<file path="src/rtl/imm_instr_encoder.sv">
`default_nettype none
// ============================================================================
//  Module   : imm_instr_encoder
//  Purpose  : Packs decoded RV32I fields plus a 32-bit immediate back into an
//             instruction word. Each word is written into IMEM through a
//             single write port. This is the inverse of the core's immediate
//             generator, and it is used by the boot/debug loader to fill IMEM.
//  Revision : 1.0  initial release
// ----------------------------------------------------------------------------
//  Ports
//    clk, rst        clock, synchronous active-high reset
//    start           opens a session (only honoured from IDLE or DONE)
//    in_valid/ready  field-set handshake (ready only in ACCEPT)
//    in_op_code      instr[6:2]
//    in_rd/rs1/rs2   register fields
//    in_funct3/7     function fields (funct7 for R-type and immediate shifts)
//    in_imm          sign-extended byte-offset immediate
//    in_last         final field set of the session
//    imem_we/addr/wdata  IMEM write port (one-cycle strobe)
//    busy            ACCEPT or WRITE
//    done            session finished
//    err             sticky error, cleared by start or rst
//    count           words written this session
// ============================================================================
module imm_instr_encoder #(
    parameter int ADDR_W    = 10,
    parameter int DEPTH     = 1024,
    parameter int BASE_ADDR = 0
) (
    input  logic              clk,
    input  logic              rst,
    input  logic              start,
    input  logic              in_valid,
    output logic              in_ready,
    input  logic [4:0]        in_op_code,
    input  logic [4:0]        in_rd,
    input  logic [4:0]        in_rs1,
    input  logic [4:0]        in_rs2,
    input  logic [2:0]        in_funct3,
    input  logic [6:0]        in_funct7,
    input  logic [31:0]       in_imm,
    input  logic              in_last,
    output logic              imem_we,
    output logic [ADDR_W-1:0] imem_addr,
    output logic [31:0]       imem_wdata,
    output logic              busy,
    output logic              done,
    output logic              err,
    output logic [ADDR_W:0]   count
);

    typedef enum logic [1:0] {
        ST_IDLE   = 2'd0,
        ST_ACCEPT = 2'd1,
        ST_WRITE  = 2'd2,
        ST_DONE   = 2'd3
    } state_t;

    localparam logic [4:0] c_op_lui    = 5'b01101;
    localparam logic [4:0] c_op_auipc  = 5'b00101;
    localparam logic [4:0] c_op_opimm  = 5'b00100;
    localparam logic [4:0] c_op_load   = 5'b00000;
    localparam logic [4:0] c_op_jalr   = 5'b11001;
    localparam logic [4:0] c_op_op     = 5'b01100;
    localparam logic [4:0] c_op_store  = 5'b01000;
    localparam logic [4:0] c_op_branch = 5'b11000;
    localparam logic [4:0] c_op_jal    = 5'b11011;

    localparam logic [ADDR_W-1:0] c_base  = ADDR_W'(BASE_ADDR);
    localparam logic [ADDR_W:0]   c_depth = (ADDR_W+1)'(DEPTH);
    localparam logic [ADDR_W:0]   c_one   = (ADDR_W+1)'(1);

    state_t            r_state;
    logic [ADDR_W-1:0] r_ptr;
    logic [ADDR_W:0]   r_count;
    logic              r_err;
    logic              r_we;
    logic [ADDR_W-1:0] r_addr;
    logic [31:0]       r_wdata;
    logic              r_last;

    logic [6:0]  w_opc;
    logic        w_imm_i_ok;
    logic        w_imm_b_ok;
    logic        w_imm_j_ok;
    logic        w_is_shift;
    logic [31:0] w_word;
    logic        w_legal;
    logic        w_hs;
    logic        w_full;

    assign w_opc = {in_op_code, 2'b11};

    // "All bits equal" means that the value fits the signed field that the
    // instruction can hold.
    assign w_imm_i_ok = (&in_imm[31:11]) | ~(|in_imm[31:11]);
    assign w_imm_b_ok = ~in_imm[0] & ((&in_imm[31:12]) | ~(|in_imm[31:12]));
    assign w_imm_j_ok = ~in_imm[0] & ((&in_imm[31:20]) | ~(|in_imm[31:20]));

    // SLLI/SRLI/SRAI (funct3 001/101) carry funct7 in place of imm[11:5].
    assign w_is_shift = (in_op_code == c_op_opimm) && (in_funct3[1:0] == 2'b01);

    always_comb begin
        w_word  = {25'd0, w_opc};
        w_legal = 1'b0;
        case (in_op_code)
            c_op_lui, c_op_auipc: begin
                w_word  = {in_imm[31:12], in_rd, w_opc};
                w_legal = (in_imm[11:0] == 12'd0);
            end
            c_op_opimm: begin
                if (w_is_shift) begin
                    w_word  = {in_funct7, in_imm[4:0], in_rs1, in_funct3, in_rd, w_opc};
                    w_legal = (in_imm[31:5] == 27'd0);
                end else begin
                    w_word  = {in_imm[11:0], in_rs1, in_funct3, in_rd, w_opc};
                    w_legal = w_imm_i_ok;
                end
            end
            c_op_load, c_op_jalr: begin
                w_word  = {in_imm[11:0], in_rs1, in_funct3, in_rd, w_opc};
                w_legal = w_imm_i_ok;
            end
            c_op_op: begin
                w_word  = {in_funct7, in_rs2, in_rs1, in_funct3, in_rd, w_opc};
                w_legal = 1'b1;
            end
            c_op_store: begin
                w_word  = {in_imm[11:5], in_rs2, in_rs1, in_funct3, in_imm[4:0], w_opc};
                w_legal = w_imm_i_ok;
            end
            c_op_branch: begin
                w_word  = {in_imm[12], in_imm[10:5], in_rs2, in_rs1, in_funct3,
                           in_imm[4:1], in_imm[11], w_opc};
                w_legal = w_imm_b_ok;
            end
            c_op_jal: begin
                w_word  = {in_imm[20], in_imm[10:1], in_imm[11], in_imm[19:12], in_rd, w_opc};
                w_legal = w_imm_j_ok;
            end
            default: begin
                w_word  = {25'd0, w_opc};
                w_legal = 1'b0;
            end
        endcase
    end

    assign w_hs   = in_valid && (r_state == ST_ACCEPT);
    assign w_full = (r_count == c_depth);

    always_ff @(posedge clk) begin
        if (rst) begin
            r_state <= ST_IDLE;
            r_ptr   <= c_base;
            r_count <= '0;
            r_err   <= 1'b0;
            r_we    <= 1'b0;
            r_addr  <= '0;
            r_wdata <= '0;
            r_last  <= 1'b0;
        end else begin
            // The write strobe only lives for the single WRITE cycle.
            r_we <= 1'b0;
            case (r_state)
                ST_IDLE, ST_DONE: begin
                    if (start) begin
                        r_state <= ST_ACCEPT;
                        r_ptr   <= c_base;
                        r_count <= '0;
                        r_err   <= 1'b0;
                    end
                end
                ST_ACCEPT: begin
                    if (w_hs) begin
                        r_addr  <= r_ptr;
                        r_wdata <= w_word;
                        if (w_full) begin
                            // There is no wrap-around. The session ends regardless of in_last.
                            r_err   <= 1'b1;
                            r_state <= ST_DONE;
                        end else if (!w_legal) begin
                            r_err   <= 1'b1;
                            r_state <= in_last ? ST_DONE : ST_ACCEPT;
                        end else begin
                            r_we    <= 1'b1;
                            r_last  <= in_last;
                            r_state <= ST_WRITE;
                        end
                    end
                end
                ST_WRITE: begin
                    r_ptr   <= r_ptr + 1'b1;
                    r_count <= r_count + c_one;
                    r_state <= r_last ? ST_DONE : ST_ACCEPT;
                end
                default: r_state <= ST_IDLE;
            endcase
        end
    end

    assign in_ready   = (r_state == ST_ACCEPT);
    assign busy       = (r_state == ST_ACCEPT) || (r_state == ST_WRITE);
    assign done       = (r_state == ST_DONE);
    assign err        = r_err;
    assign count      = r_count;
    assign imem_we    = r_we;
    assign imem_addr  = r_addr;
    assign imem_wdata = r_wdata;

endmodule
`default_nettype wire

</file>
<file path="config.mk">
export PLATFORM = sky130hd
export DESIGN_NAME = imm_instr_encoder
export DESIGN_NICKNAME = d
export VERILOG_FILES = /design/src/rtl/imm_instr_encoder.sv
export SDC_FILE = /design/constraint.sdc
export NUM_CORES = 1
export LEC_CHECK = 0
export ABC_AREA = 1
export CORE_ASPECT_RATIO = 0.9
export CORE_MARGIN = 5
export CORE_UTILIZATION = 41
export DETAILED_ROUTE_END_ITERATION = 10
export PLACE_DENSITY = 0.74
export SKIP_CTS_REPAIR_TIMING = 1
export SYNTH_ARGS = -nofsm -noshare
export SYNTH_HDL_FRONTEND = slang
export SYNTH_SLANG_ARGS = --single-unit
</file>
<file path="constraint.sdc">
create_clock -name clk -period 1.9 [get_ports clk]
set_clock_uncertainty 0.15 [all_clocks]
set_input_delay 0.38 -clock clk [delete_from_list [all_inputs] [get_ports clk]]
set_output_delay 0.38 -clock clk [all_outputs]
set_load 0.01 [all_outputs]
</file>
==> impl_metrics.env, run 1 <==
export IMPL_r2r_start="r_state[0]$_SDFFE_PP0P_"
export IMPL_clk_pin_slew_ns=0.08
export IMPL_synthTopCellsByCount="nand2_1, dfxtp_1, a21oi_1, nor2_1, inv_1"
export IMPL_routed_wirelength_um=12820
export IMPL_crit_path_start_kind="register"
export IMPL_rsz0062_at_grt="yes"
export IMPL_clkPwrFrac_pct=32.3
export IMPL_grt_pass1_wl_um=19340
export IMPL_ios=125
export IMPL_first_global_vias=4118
export IMPL_tightest_slew_ns=0.4813
export IMPL_die_x_um=108.6
export IMPL_fin_crit_ns=2.027
export IMPL_rows=32
export IMPL_root_buffer="clkbuf_8"
export IMPL_worstHoldStart="r_last$_SDFFE_PP0P_"
export IMPL_max_freq_mhz=493.4
export IMPL_cts_sinks=67
export IMPL_ys_ff_latch=67
export IMPL_netlist_instances=559
export IMPL_met1_usage_pct=28.76
export IMPL_clk_path_buf_depth=2
export IMPL_drtIter0Drc=261
export IMPL_via_per_inst=4.984
export IMPL_synth_distinct_cells=34
export IMPL_worstPathArrival_ns=2.16
export IMPL_p_leak_nw=2.697
export IMPL_grt_max_degree=39
export IMPL_routabilityCongestion=0.8959
export IMPL_track_usage_pct=22.45
export IMPL_busiest_layer="met2"
export IMPL_use_met2_pct=36.91
export IMPL_drive_above_1_share_pct=21.98
export IMPL_setup_violations=8
export IMPL_synth_fp_nets=632
export IMPL_die_area_um2=10720
export IMPL_wl_per_cell_um=14.42
export IMPL_grtUsageMet3_pct=5.501
export IMPL_hold_path_class="reg -> reg"
export IMPL_vdd_drop_max_v=0.0005707
export IMPL_worstSkewPairLatency_ns=0.34
export IMPL_grt_antenna_before_repair=0
export IMPL_synth_largest_area_cell="dfxtp_1"
export IMPL_p_int_w=0.002634
export IMPL_yosys_area_top_type_share_pct=37.39
export IMPL_place_ws_ns=-0.4903
export IMPL_vias=4431
export IMPL_seqPwrFrac_pct=40.6
export IMPL_synth_area_um2=3587
export IMPL_ant_nets=0
export IMPL_synth_top_flop_cell="dfxtp_1"
export IMPL_path_class="reg -> reg"
export IMPL_synth_avg_cell_area_um2=6.417
export IMPL_power_frac_comb_pct=27.1
export IMPL_switchingPower_w=0.001105
export IMPL_setup_tns_ns=-0.5709
export IMPL_start_util_pct=41.87
export IMPL_fin_nets=837
export IMPL_place_hpwl_um=9606
export IMPL_area_growth_pct=68.29
export IMPL_end_kind="register"
export IMPL_drc=0
export IMPL_violations="setup timing"
export IMPL_yosys_top_cells_area="dfxtp_1, nand2_1, a21oi_1, nor2_1, inv_1"
export IMPL_powerDensity_nw_per_um2=619.3
export IMPL_hold_viol_final=0
export IMPL_io_buffers=124
export IMPL_cts_max_level=3
export IMPL_seq_area_frac_synth_pct=37.39
export IMPL_synth_edff_count=0
export IMPL_slew_viol_final=0
export IMPL_r2r_cells=13
export IMPL_core_area_um2=8568
export IMPL_p_sw_share_pct=29.55
export IMPL_maxCapViolCount=0
export IMPL_slew_headroom_pct=67.88
export IMPL_cp_max_fo=6
export IMPL_die_height_um=98.74
export IMPL_yosys_warnings=0
export IMPL_drtPass1Iterations=5
export IMPL_cts_tree="done"
export IMPL_status="finished, violations left"
export IMPL_fin_crit_sh_pct=106.7
export IMPL_worst_slack_ns=-0.1269
export IMPL_critPathLaunch="r_state[0]$_SDFFE_PP0P_"
export IMPL_grt_overflow=0
export IMPL_synthArstFlopShare_pct=0
export IMPL_fillers=713
export IMPL_worstPathRequired_ns=2.03
export IMPL_hold_path_depth=2
export IMPL_yosysMostFrequentCell="nand2_1"
export IMPL_cts_made_buffers=9
critical path, cell delays in order (launching register included):
cell and delay, ns:
dfxtp_2 0.35, inv_2 0.05, ha_4 0.24, o21ai_4 0.25, inv_4 0.08, nor2_4 0.10, nand3_2 0.10, nor2_4 0.12
nand3_4 0.09, nor2_4 0.11, nand2_2 0.07, o21ai_2 0.10, nand2_1 0.06, nor2_1 0.09
worst paths after layout:
kind,endpoint,slack (ns)
worst max register to register,count[9]$_SDFFE_PP0P_,-0.13
worst min-delay path,r_last$_SDFFE_PP0P_,0.30
worst max-delay path,count[9]$_SDFFE_PP0P_,-0.13
worst min register to register,r_last$_SDFFE_PP0P_,0.30
state kept, by name, indices dropped and copies added, names as in the netlist:
name	cells
imem_addr	10
err	1
r_last	1
r_ptr	10
r_state	2
count	11
imem_wdata	31
imem_we	1
metrics by stage:
| step | hold slack, ns | util, % | cell area [µm²] | power (W) | instances |
|---|---|---|---|---|---|
| global route | 0.3144 | 70.43 | 6035 | 0.003911 | 888 |
| CTS | 0.3006 | 66.55 | 5702 | 0.003695 | 876 |
| floorplan | 0.2739 | - | 3610 | 0.001942 | 559 |
| global placement | 0.2842 | 64.18 | 5499 | 0.002473 | 860 |
| finish | 0.2999 | 70.46 | 6037 | 0.003739 | 889 |
| detailed placement | 0.2877 | 64.18 | 5499 | 0.002490 | 860 |
per-layer routing:
layer	vias to the layer above	part of all wire (%)
li1	2227	-
met1	2047	43
met3	16	6.1
met4	0	1.6
met2	141	49
met5	-	0
cell families after synthesis:
group	after synthesis	share of synthesized area, %
flip-flops	67	37.39
AO/OA/AOI/OAI	118	17.79
buffers and inverters	76	8.267
AND/OR/NAND/NOR	292	34.46
adder cells (fa/ha/maj)	6	2.093
layout by cell type, fill, tap and decap left out, drive strengths merged, types with 11 or more instances in the layout:
cell type	synthesis	routed
dlymetal6s2s	0	21
inv	60	60
nand2	174	175
nor3	12	12
dfxtp	67	67
o21ai	44	44
clkbuf	11	11
a21oi	62	62
nor2	68	68
buf	5	84
clkdlybuf4s50	0	103
nand3	27	27
cell type report:
class                      count  area, µm²  share of cell area (%)
clock inverter                 6      65.06                   1.078
antenna                        1      2.502                 0.04145
inverter                      60      227.7                   3.772
timing repair buffer         209       1986                   32.89
multi-input combinational    417       2120                   35.11
sequential                    67       1350                   22.36
clock buffer                  10      137.6                   2.280
tap                          119      148.9                   2.466
power by group through the flow:
| stage | sequential [W] | combinational (W) | clock [W] |
|---|---|---|---|
| after floorplan | 0.00157 | 0.000368 | 0 |
| after global placement | 0.00155 | 0.000927 | 0 |
| after detailed placement | 0.00155 | 0.000943 | 0 |
| after CTS | 0.00152 | 0.000949 | 0.00123 |
| after global routing | 0.00153 | 0.00109 | 0.00129 |
| final | 0.00152 | 0.00101 | 0.00121 |
Power figures use the tool's default switching activity.
==> inputs of run 2 (changes only) <==
--- a/config.mk
+++ b/config.mk
@@ -9,6 +9,7 @@
 export CORE_ASPECT_RATIO = 0.9
 export CORE_MARGIN = 5
 export CORE_UTILIZATION = 41
+export CTS_CLUSTER_DIAMETER = 30
 export DETAILED_ROUTE_END_ITERATION = 10
 export PLACE_DENSITY = 0.74
 export SKIP_CTS_REPAIR_TIMING = 1
==> results of run 2 <==
Same layout as run 1: the final DEF is identical, and so are final timing and power.
